### config.mk
export PLATFORM = sky130hd
export DESIGN_NAME = fsic_io_serdes_rx_deframer
export DESIGN_NICKNAME = d
export VERILOG_FILES = /design/src/rtl/fsic_io_serdes_rx_deframer.sv
export SDC_FILE = /design/constraint.sdc
export NUM_CORES = 1
export LEC_CHECK = 0
export BUFFER_PORTS_ARGS = -buffer_cell sky130_fd_sc_hd__buf_2
export CAP_MARGIN = 20
export CORE_ASPECT_RATIO = 0.9
export CORE_MARGIN = 2
export CORE_UTILIZATION = 50
export DETAILED_ROUTE_END_ITERATION = 16
export GPL_TIMING_DRIVEN = 0
export PLACE_DENSITY = 0.72
export SLEW_MARGIN = 20
export SYNTH_ARGS = -nofsm -noshare
export SYNTH_HDL_FRONTEND = slang
export SYNTH_SLANG_ARGS = --single-unit
### constraint.sdc
create_clock -name coreclk -period 7.95 [get_ports coreclk]
set_clock_uncertainty 0.1 [all_clocks]
set_input_delay 1.1925 -clock coreclk [delete_from_list [all_inputs] [get_ports coreclk]]
set_output_delay 1.1925 -clock coreclk [all_outputs]
set_load 0.01 [all_outputs]
### src/rtl/fsic_io_serdes_rx_deframer.sv
// fsic_io_serdes_rx_deframer: locks onto IDLE nibbles, extracts 32-bit payload words and streams them out via a small FIFO
// Ports:
//   coreclk          sole clock, posedge
//   axis_rst         synchronous active-high reset
//   rxdata_in        nibble from deserializer, bit 0 first serial bit
//   rxdata_in_valid  deserializer running (level)
//   m_tdata/m_tvalid/m_tready  AXI-Stream style master, m_tvalid = FIFO non-empty
//   locked           deframer in lock
//   err_cnt          saturating framing/parity error count
//   overflow         sticky, a word was dropped on a full FIFO
// Build option: FSIC_RX_DEFRAMER_PARITY_EN adds the CHK nibble and CHECK state.
module fsic_io_serdes_rx_deframer #(
    parameter int pCLK_RATIO  = 4,
    parameter int pNIBBLES    = 8,
    parameter int pLOCK_CNT   = 8,
    parameter int pFIFO_DEPTH = 4
) (
    input  logic                           coreclk,
    input  logic                           axis_rst,
    input  logic [pCLK_RATIO-1:0]          rxdata_in,
    input  logic                           rxdata_in_valid,
    output logic [pCLK_RATIO*pNIBBLES-1:0] m_tdata,
    output logic                           m_tvalid,
    input  logic                           m_tready,
    output logic                           locked,
    output logic [7:0]                     err_cnt,
    output logic                           overflow
);
    localparam int W  = pCLK_RATIO * pNIBBLES;
    localparam int AW = $clog2(pFIFO_DEPTH);
    localparam int NW = pNIBBLES > 1 ? $clog2(pNIBBLES) : 1;
    localparam logic [pCLK_RATIO-1:0] IDLE_NIB = pCLK_RATIO'('hA);
    localparam logic [pCLK_RATIO-1:0] SOF_NIB  = pCLK_RATIO'('h5);
    localparam logic [7:0]            LOCK_LAST = 8'(pLOCK_CNT - 1);
    localparam logic [NW-1:0]         NIB_LAST  = NW'(pNIBBLES - 1);

`ifdef FSIC_RX_DEFRAMER_PARITY_EN
    typedef enum logic [1:0] {HUNT, LOCKED, PAYLOAD, CHECK} state_t;
    logic [pCLK_RATIO-1:0] parity;
`else
    typedef enum logic [1:0] {HUNT, LOCKED, PAYLOAD} state_t;
`endif

    state_t          state, state_nxt;
    logic [7:0]      lock_cnt;
    logic [NW-1:0]   nib_idx;
    logic [W-1:0]    word, word_nxt, push_word;
    logic            is_idle, is_sof, nib_last;
    logic            frame_err, par_err, push_req, do_push, pop, full, empty;
    logic [W-1:0]    mem [pFIFO_DEPTH];
    logic [AW:0]     wr_ptr, rd_ptr;

    assign is_idle  = rxdata_in == IDLE_NIB;
    assign is_sof   = rxdata_in == SOF_NIB;
    assign nib_last = nib_idx == NIB_LAST;
    assign locked   = state != HUNT;

    always_ff @(posedge coreclk) begin
        if (axis_rst) state <= HUNT;
        else          state <= state_nxt;
    end

    // Losing the deserializer overrides everything and sends the FSM back to hunting.
    always_comb begin
        state_nxt = state;
        if (!rxdata_in_valid) state_nxt = HUNT;
        else begin
            case (state)
                HUNT:    state_nxt = (is_idle && lock_cnt == LOCK_LAST) ? LOCKED : HUNT;
                LOCKED:  state_nxt = is_idle ? LOCKED : is_sof ? PAYLOAD : HUNT;
`ifdef FSIC_RX_DEFRAMER_PARITY_EN
                PAYLOAD: state_nxt = nib_last ? CHECK : PAYLOAD;
                CHECK:   state_nxt = LOCKED;
`else
                PAYLOAD: state_nxt = nib_last ? LOCKED : PAYLOAD;
`endif
                default: state_nxt = HUNT;
            endcase
        end
    end

    always_comb begin
        frame_err = rxdata_in_valid && state == LOCKED && !is_idle && !is_sof;
        word_nxt  = word;
        word_nxt[pCLK_RATIO*nib_idx +: pCLK_RATIO] = rxdata_in;
`ifdef FSIC_RX_DEFRAMER_PARITY_EN
        par_err   = rxdata_in_valid && state == CHECK && rxdata_in != parity;
        push_req  = rxdata_in_valid && state == CHECK && rxdata_in == parity;
        push_word = word;
`else
        // Without a CHK nibble the word is pushed as its last nibble arrives.
        par_err   = 1'b0;
        push_req  = rxdata_in_valid && state == PAYLOAD && nib_last;
        push_word = word_nxt;
`endif
    end

    always_ff @(posedge coreclk) begin
        if (axis_rst || !rxdata_in_valid) begin
            lock_cnt <= '0;
            nib_idx  <= '0;
            word     <= '0;
`ifdef FSIC_RX_DEFRAMER_PARITY_EN
            parity   <= '0;
`endif
        end else begin
            lock_cnt <= (state == HUNT && is_idle && lock_cnt != LOCK_LAST) ? lock_cnt + 8'd1 : '0;
            nib_idx  <= (state == PAYLOAD && !nib_last) ? nib_idx + 1'b1 : '0;
            word     <= state == PAYLOAD ? word_nxt : word;
`ifdef FSIC_RX_DEFRAMER_PARITY_EN
            parity   <= state == PAYLOAD ? parity ^ rxdata_in : '0;
`endif
        end
    end

    always_ff @(posedge coreclk) begin
        if (axis_rst)                                    err_cnt <= '0;
        else if ((frame_err || par_err) && err_cnt != 8'hFF) err_cnt <= err_cnt + 8'd1;
    end

    // Extra pointer bit distinguishes full from empty.
    assign empty    = wr_ptr == rd_ptr;
    assign full     = wr_ptr == {~rd_ptr[AW], rd_ptr[AW-1:0]};
    assign m_tvalid = !empty;
    assign m_tdata  = m_tvalid ? mem[rd_ptr[AW-1:0]] : '0;
    assign pop      = m_tvalid && m_tready;
    assign do_push  = push_req && (!full || pop);

    always_ff @(posedge coreclk) begin
        if (do_push) mem[wr_ptr[AW-1:0]] <= push_word;
    end

    always_ff @(posedge coreclk) begin
        if (axis_rst) begin
            wr_ptr   <= '0;
            rd_ptr   <= '0;
            overflow <= 1'b0;
        end else begin
            if (do_push) wr_ptr <= wr_ptr + 1'b1;
            if (pop)     rd_ptr <= rd_ptr + 1'b1;
            if (push_req && full && !pop) overflow <= 1'b1;
        end
    end
endmodule
# After elaboration in Yosys (flattened, before gate mapping)
# Memory sizes are Yosys's and may differ from the RTL's. A register that Yosys moved wholly into a read port is not among the register bits.
# Cells that the tools add are included.
dict set report op_classes {
  n_addsub 6
  mul 0
  div 0
  n_lt_le_gt_ge 0
  eq_ne 10
  n_shift 2
  muxes 11
  bitwise_logic 4
  reduce_logical 28
}
# operator n
set op_table {}
lappend op_table {{$neg 5->34} 1}
lappend op_table {{$shift 4x34->32 const A} 1}
lappend op_table {{$shiftx 4x34->32} 1}
lappend op_table {{$bwmux 32} 1}
lappend op_table {{$mux 32} 1}
lappend op_table {{$add 8x1->8 const B} 2}
lappend op_table {{$logic_and 1x1->1} 14}
lappend op_table {{$mux 2} 5}
lappend op_table {{$add 3x1->3 const B} 3}
lappend op_table {{$eq 8x3->1 const B} 1}
lappend op_table {{$ne 8x3->1 const B} 1}
lappend op_table {{$ne 8x8->1 const B} 1}
lappend op_table {{$logic_not 1->1} 7}
lappend op_table {{$eq 3x3->1} 2}
lappend op_table {{$pmux 2 s3} 1}
lappend op_table {{$reduce_or 2->1} 3}
lappend op_table {{$eq 4x3->1 const B} 1}
lappend op_table {{$eq 4x4->1 const B} 1}
lappend op_table {{$not 1->1} 4}
lappend op_table {{$eq 3x3->1 const B} 1}
lappend op_table {{$mux 1} 3}
lappend op_table {{$eq 2x1->1 const B} 1}
lappend op_table {{$eq 2x2->1 const B} 1}
lappend op_table {{$logic_not 2->1} 1}
lappend op_table {{2 further kinds} 3}
dict set report totals {
  reg_bits 60
  latchBits 0
  ram_bits 128
  romBits 0
  in_bits 8
  output_inout_bits 43
  word_cells 70
  memories 1
}
# memory depth word_bits rd rd_ports_with_merged_regs write_ports line
set mem_list {}
lappend mem_list {mem 4 32 1 1 1 50} ;# logic [W-1:0] mem [pFIFO_DEPTH];

# Depth between registers and ports, before layout
# Gate-level depths: netlist of run 1.
dict set report depth {
  ltp_word 7
  mapped_depth 9
  depth_no_buf 7
}

# Worst setup path before layout of run 1
# No wires, ideal clock.
dict set report synth_path {
  kind {in2reg}
  startpoint {input rxdata_in_valid}
  endpoint {memory mem[3][0] (netlist name) (enable)}
  setup_time_ns 0.393
  arrival_time_ns 2.592
  required_ns 7.457
  setup_slack_ns 4.865
  cell_stages 3
  path_buffers 0
  path_cell_list {nand4b_1 > a41oi_1 > and2_1}
}
dict set report synth_between {
  elab_chain_len 5
}
# element line
set synth_rtl {}
lappend synth_rtl {{start, declared} 21} ;# input logic rxdata_in_valid,
lappend synth_rtl {{$logic_and 1x1->1 (2 in series)} 93} ;# push_req = rxdata_in_valid && state == PAYLOAD && nib_last;
lappend synth_rtl {{$logic_and 1x1->1} 127} ;# assign do_push = push_req && (!full || pop);
lappend synth_rtl {{$mux 1} 130} ;# if (do_push) mem[wr_ptr[AW-1:0]] <= push_word;
lappend synth_rtl {{$mux 1 (implied by the code)} 130}
lappend synth_rtl {{end, declared} 50}
# No other way between the ends.

==> impl_results.md, run 1 <==
* Clk_lat worst skew at 0.43 ns
* Inst Count DP at 808
* Slowest CP cell: mux4_2
* Worst reg2reg path depth at 9
* Levels on crit path at 5
* Yosys reg bits at 190
* Synth area leaders: edfxtp_1 48%, dfxtp_1 15%, mux4_2 9.0%
* Setup_tns at 0 ns
* Hold Crit Class: reg2reg
* Hold buffer count at cts at 0
* Initial core utilization at 51.6%
* PwrDens at 207 mW/mm^2
* Synthesized Nets at 574
* # diodes at 0
* Max Cap Viol at 0
* Setup crit end: m_tdata[21]
* Clock Tree Root: clkbuf_16
* Multi-input logic area at 0.00283 mm^2
* Share of cells above drive strength 1 at 24.0%
* Total congestion overflow at 0
* CTS tree: built
* Arrival time worst endpoint at 2.44 ns
* CP Class: reg2out
* Reg clk slew, reported paths at 0.06 ns
* Mapped Cells at 552
* Number of global-route vias before repair at 4,758
* Post-DP HPWL at 10,900 um
* Critical path's top delay family: buffers and inverters
* Core outline area at 0.0155 mm^2
* Area delta synth->final at 14.8%
* CP max stage delay at 0.61 ns
* Commonest non-fill, non-tap cell in the layout: edfxtp_1
* GPL Wtd Cong at 0.802
* Chip height at 124 um
* CP startpoint kind: flop
* Worst R2R Setup Slack at 4.52 ns
* GRT Overall Usage at 20.1%
* Seq/Total Area, Yosys at 63.4%
* Iter 0 DRT Violations at 285
* Post-synth top area share at 47.9%
* Via density at 5.60
* Mean Syn Cell Area at 14.5 um^2
* Crit end category: primary output
* Initial antenna violation count at 0
* WL final at 16,000 um
* # IOs at 51
* FF/Latch Area at 0.00508 mm^2
* Antenna Nets Post-Route at 0
* RSZ-0062 raised after global routing: false
* Maximum vdd ir drop at 150 uV
* Fin crit share at 47.0%
* PostCTS Resize Cnt at 0
* Worst Path Buf+Inv at 3
* Final slew viol count at 0
* CP dominant cell by count: buf_2
* Port bufs at 50
* Clk sink count at 190
* Maximum fanout along the worst path at 10
* Wirelength per Cell at 19.1 um
* Drt pass-1 iters at 5
* Yosys warns at 0
* Leakage at 3.38 nW
* Worst path required time at 6.66 ns
* Min-delay src: lock_cnt[0]
* Num CTS Buffers at 17
* Most frequent cells in the layout: 128 x edfxtp_1, 62 x dfxtp_1, 57 x nor2_1
* Number of library cell types mapped by synthesis at 47
* Clock buffer depth at 2
* Die width at 138 um
* Synth Cell Area at 0.00803 mm^2
* Total die area at 0.0171 mm^2
* Top cell type by total area after synthesis: edfxtp_1
* Status: completed
* Async S/R FF share, synth at 0%
* Post-synth EDFFs at 128
* H-tree Lvls at 4
* Final hold violation count at 0
* Post-Layout Cell Count at 840
* Setup violations, final at 0
* Main synth FF type: edfxtp_1
* Rel. slew slack at 39.2%
* Beginning of the worst register-to-register path: nib_idx[0]
* Layout fillers at 1,181
* DR vias at 4,707
* Worst-Margin Slew at 0.898 ns
* CP cell instances: clkbuf_1, buf_2, mux4_2, and2_1, buf_2
* # Post-CTS Setup Buffers at 0
* Post-route DRC at 0
* Reg2Reg Capture Point: mem[3][17]
* Fin crit period at 3.73 ns
* Max Fclk at 268 MHz
* FP Rows at 43
* Final #Nets at 647
* Hold Worst Slack at 0.355 ns
* Largest net degree at the start of global routing at 24
* First-pass GRT wire length at 25,600 um
==> worst min path at each step <==
stage	to	slack, ns	cells past startpoint
floorplan	lock_cnt[0]	0.31	1
global placement	lock_cnt[0]	0.33	1
detailed placement	lock_cnt[0]	0.35	1
CTS	lock_cnt[0]	0.36	1
global route	lock_cnt[0]	0.37	1
finish	lock_cnt[0]	0.35	1
==> report_power, final <==
group / internal, mW / switching (mW)
registers: 1.04 / 0.0000372
clock network: 0.494 / 0.353
logic: 0.00344 / 0.0105
total: 1.54 / 0.363
==> layout make-up <==
| type | instances | share of cell area (%) |
|---|---|---|
| plain buffers | 22 | 0.937 |
| flip-flops and latches | 190 | 55.2 |
| multi-input cells | 332 | 30.7 |
| inverters | 8 | 0.326 |
| repair buffers | 54 | 3.59 |
| well taps | 202 | 2.74 |
| clock buffers | 18 | 4.66 |
| clock inverters | 14 | 1.82 |
==> cells in the mapped netlist (2+ instances only) <==
cell,number
a21oi_1,5
and3_1,3
mux4_2,32
and2_1,52
nor2_1,57
mux2i_1,27
nor4bb_1,2
ha_1,14
or3_1,5
buf_1,2
nand4_1,3
buf_2,3
or4_1,2
o21a_1,5
o2111ai_1,4
clkbuf_1,17
dfxtp_1,62
o311ai_1,4
nor2b_1,2
xnor2_1,5
inv_1,8
nand3_1,9
a31oi_1,4
nand2_1,17
edfxtp_1,128
o21ai_0,12
xor2_1,9
nor3b_1,2
mux2_2,28
nor3_1,6
o31ai_1,6
o211ai_1,2
==> cells by family (layout without fill, tap and decap cells) <==
kind of cell,Yosys count,count (layout),share of synthesized area [%]
compound gates,48,48,4.12
xor+xnor,14,14,1.53
fa+ha+maj,14,14,2.18
buf+inv,30,116,1.45
flops,190,190,63.4
mux,87,87,16.3
simple gates,169,169,11.1
==> worst register-to-register path: stages, from the launching register on <==
cell and delay, ns:
dfxtp_1 0.47, clkbuf_1 0.39, inv_1 0.13, ha_1 0.25, ha_1 0.30, clkbuf_1 0.36
nor4b_2 0.50, o21ai_0 0.33, nand2_1 0.20, nand2_1 0.13
==> through the flow <==
stage | instance area [um^2] | util [%] | power [mW] | setup slack [ns]
floorplan | 8030 | - | 1.07 | 4.87
global placement | 8530 | 54.9 | 1.08 | 4.00
detailed placement | 8610 | 55.4 | 1.08 | 4.58
CTS | 9210 | 59.2 | 1.92 | 4.11
global route | 9210 | 59.2 | 1.96 | 4.03
finish | 9210 | 59.2 | 1.90 | 4.22
==> state kept, by name, summed over array words and instances, names as in the netlist, named ones only <==
signal,count
word,32
err_cnt,8
wr_ptr,3
state,2
nib_idx,3
mem,128
lock_cnt,8
rd_ptr,3
overflow,1
==> per-layer routing <==
metal | vias up | global-route usage (%) | wire, um | part of all wire, %
li1 | 2232 | - | - | -
met1 | 2356 | 26.9 | 7220 | 45
met2 | 101 | 32.4 | 7880 | 49
met3 | 18 | 4.32 | 668 | 4.2
met4 | 0 | 7.16 | 250 | 1.6
met5 | - | 0 | 0 | 0
Note: power is estimated with default switching activity, not from simulation.
==> run 2: changes to the inputs <==
==> constraint.sdc (replaced) <==
create_clock -name coreclk -period 3.55 [get_ports coreclk]
set_clock_uncertainty 0.1 [all_clocks]
set_input_delay 0.5325 -clock coreclk [delete_from_list [all_inputs] [get_ports coreclk]]
set_output_delay 0.5325 -clock coreclk [all_outputs]
set_load 0.01 [all_outputs]
==> impl_results.md, run 2 (synthesis gave the netlist of run 1 again) <==
* Critical path's top delay family: buffers and inverters (unchanged)
* H-tree Lvls at 4 (unchanged)
* CP cell instances: clkbuf_1, inv_1, ha_1, ha_1, clkbuf_1, nor4b_4, o21ai_0, nand2_1, nand2_1 (was clkbuf_1, buf_2, mux4_2, and2_1, buf_2)
* Initial antenna violation count at 0 (unchanged)
* Most frequent cells in the layout: 128 x edfxtp_1, 62 x dfxtp_1, 57 x nor2_1 (unchanged)
* Commonest non-fill, non-tap cell in the layout: edfxtp_1 (unchanged)
* Num CTS Buffers at 17 (unchanged)
* Placed cell area at 0.00861 mm^2 (unchanged)
* Iter 0 DRT Violations at 279 (was 285)
* # Post-CTS Setup Buffers at 0 (unchanged)
* GPL Wtd Cong at 0.802 (unchanged)
* Fin crit share at 91.4%
* DR vias at 4,696 (was 4,707)
* # diodes at 0 (unchanged)
* Clk_lat worst skew at 0.43 ns (about the same)
* Number of global-route vias before repair at 4,758 (unchanged)
* Via density at 5.59 (was 5.60)
* Fin crit period at 3.24 ns
* Die width at 138 um (unchanged)
* Clk sink count at 190 (unchanged)
* Max Cap Viol at 0 (unchanged)
* WL final at 16,000 um (about the same)
* Area delta synth->final at 14.9% (was 14.8%)
* Hold Worst Slack at 0.268 ns (was 0.355 ns)
* Leakage at 3.13 nW (was 3.38 nW)
* PostCTS Resize Cnt at 0 (unchanged)
* CP Class: reg2reg (was reg2out)
* Worst path required time at 3.60 ns (was 6.66 ns)
* First-pass GRT wire length at 25,600 um (unchanged)
* Final slew viol count at 0 (unchanged)
* Share of cells above drive strength 1 at 24.1% (was 24.0%)
* Clock Tree Root: clkbuf_16 (unchanged)
* Drt pass-1 iters at 5 (unchanged)
* Setup WS pre-CTS at 0.249 ns (was 4.58 ns)
* Arrival time worst endpoint at 3.29 ns (was 2.44 ns)
* Maximum fanout along the worst path at 10 (unchanged)
* Worst-Margin Slew at 0.897 ns (was 0.898 ns)
* Tot Pwr at 4.26 mW (was 1.90 mW)
* Met3 Use GR at 4.32% (unchanged)
* Final hold violation count at 0 (unchanged)
* Core outline area at 0.0155 mm^2 (unchanged)
* Inst Count DP at 808 (unchanged)
* FP Rows at 43 (unchanged)
* Reg clk slew, reported paths at 0.07 ns (was 0.06 ns)
* Post-route DRC at 0 (unchanged)
* Total die area at 0.0171 mm^2 (unchanged)
* Slowest CP cell: clkbuf_1 (was mux4_2)
* Post-DP HPWL at 10,900 um (unchanged)
* Hold buffer count at cts at 0 (unchanged)
* GRT Overall Usage at 20.1% (unchanged)
* Wirelength per Cell at 19.1 um (about the same)
* Antenna Nets Post-Route at 0 (unchanged)
* Final worst setup slack at 0.306 ns (was 4.22 ns)
* PwrDens at 462 mW/mm^2 (was 207 mW/mm^2)
* Largest net degree at the start of global routing at 24 (unchanged)
* RSZ-0062 raised after global routing: false (unchanged)
* CTS tree: built (unchanged)
* Rel. slew slack at 39.3% (was 39.2%)
* Largest register FFs at 128 (unchanged)
* # IOs at 51 (unchanged)
* Total congestion overflow at 0 (unchanged)
* Final Cell Area at 0.00922 mm^2 (was 0.00921 mm^2)
* CP max stage delay at 0.43 ns (was 0.61 ns)
* Hold Crit Class: in2reg (was reg2reg)
* Final #Nets at 647 (unchanged)
* Chip height at 124 um (unchanged)
* Setup violations, final at 0 (unchanged)
* Clock buffer depth at 2 (unchanged)
* Met2 usage at 32.4% (unchanged)
* Worst Path Buf+Inv at 3 (unchanged)
* GR Util met1 at 26.9% (unchanged)
* Layer with the highest usage: met2 (unchanged)
* Maximum vdd ir drop at 334 uV (was 150 uV)
* Initial core utilization at 51.6% (unchanged)
* Crit end category: flop (was primary output)
* Status: completed (unchanged)
* CP startpoint kind: flop (unchanged)
* Max Fclk at 308 MHz
* Post-Layout Cell Count at 840 (unchanged)
* Port bufs at 50 (unchanged)
run 2: area by class of cell:
cell class / instances / area [um^2]
Buffer: 22 / 87.6
Clock buffer: 18 / 429
Clock inverter: 14 / 168
Fill cell: 1179 / 6330
Inverter: 8 / 30.0
Multi-Input combinational cell: 332 / 2840
Sequential cell: 190 / 5080
Tap cell: 202 / 253
Timing Repair Buffer: 54 / 330
run 2: report_power, final:
group          switching [mW]  total (mW)  leakage (nW)  internal (mW)
Combinational          0.0235      0.0312          1.27        0.00770
Clock                   0.791        1.90         0.289           1.11
Sequential          0.0000832        2.33          1.57           2.33
run 2: final timing paths:
kind	slack, ns	depth (start not counted)	start	endpoint
worst min register to register	0.35	1	lock_cnt[0]	lock_cnt[0]
worst max-delay path	0.31	9	nib_idx[1]	mem[0][17]
worst max register to register	0.31	9	nib_idx[1]	mem[0][17]
worst min-delay path	0.27	2	axis_rst	err_cnt[0]
run 2: worst register-to-register path, stage by stage (launching register included):
cell and delay [ns]:
dfxtp_1 0.39, clkbuf_1 0.43, inv_1 0.16, ha_1 0.25
ha_1 0.30, clkbuf_1 0.37, nor4b_4 0.37, o21ai_0 0.29
nand2_1 0.19, nand2_1 0.13
run 2: metal layers:
metal | up-vias | share of wire, %
met5 | - | 0
li1 | 2227 | -
met2 | 94 | 49
met3 | 22 | 3.6
met4 | 0 | 1.7
met1 | 2353 | 46
run 2: metrics by stage:
stage	util, %	setup TNS, ns
finish	59.3	0
global route	59.3	0
CTS	59.2	0
detailed placement	55.4	0
global placement	54.9	-2.34
floorplan	-	0
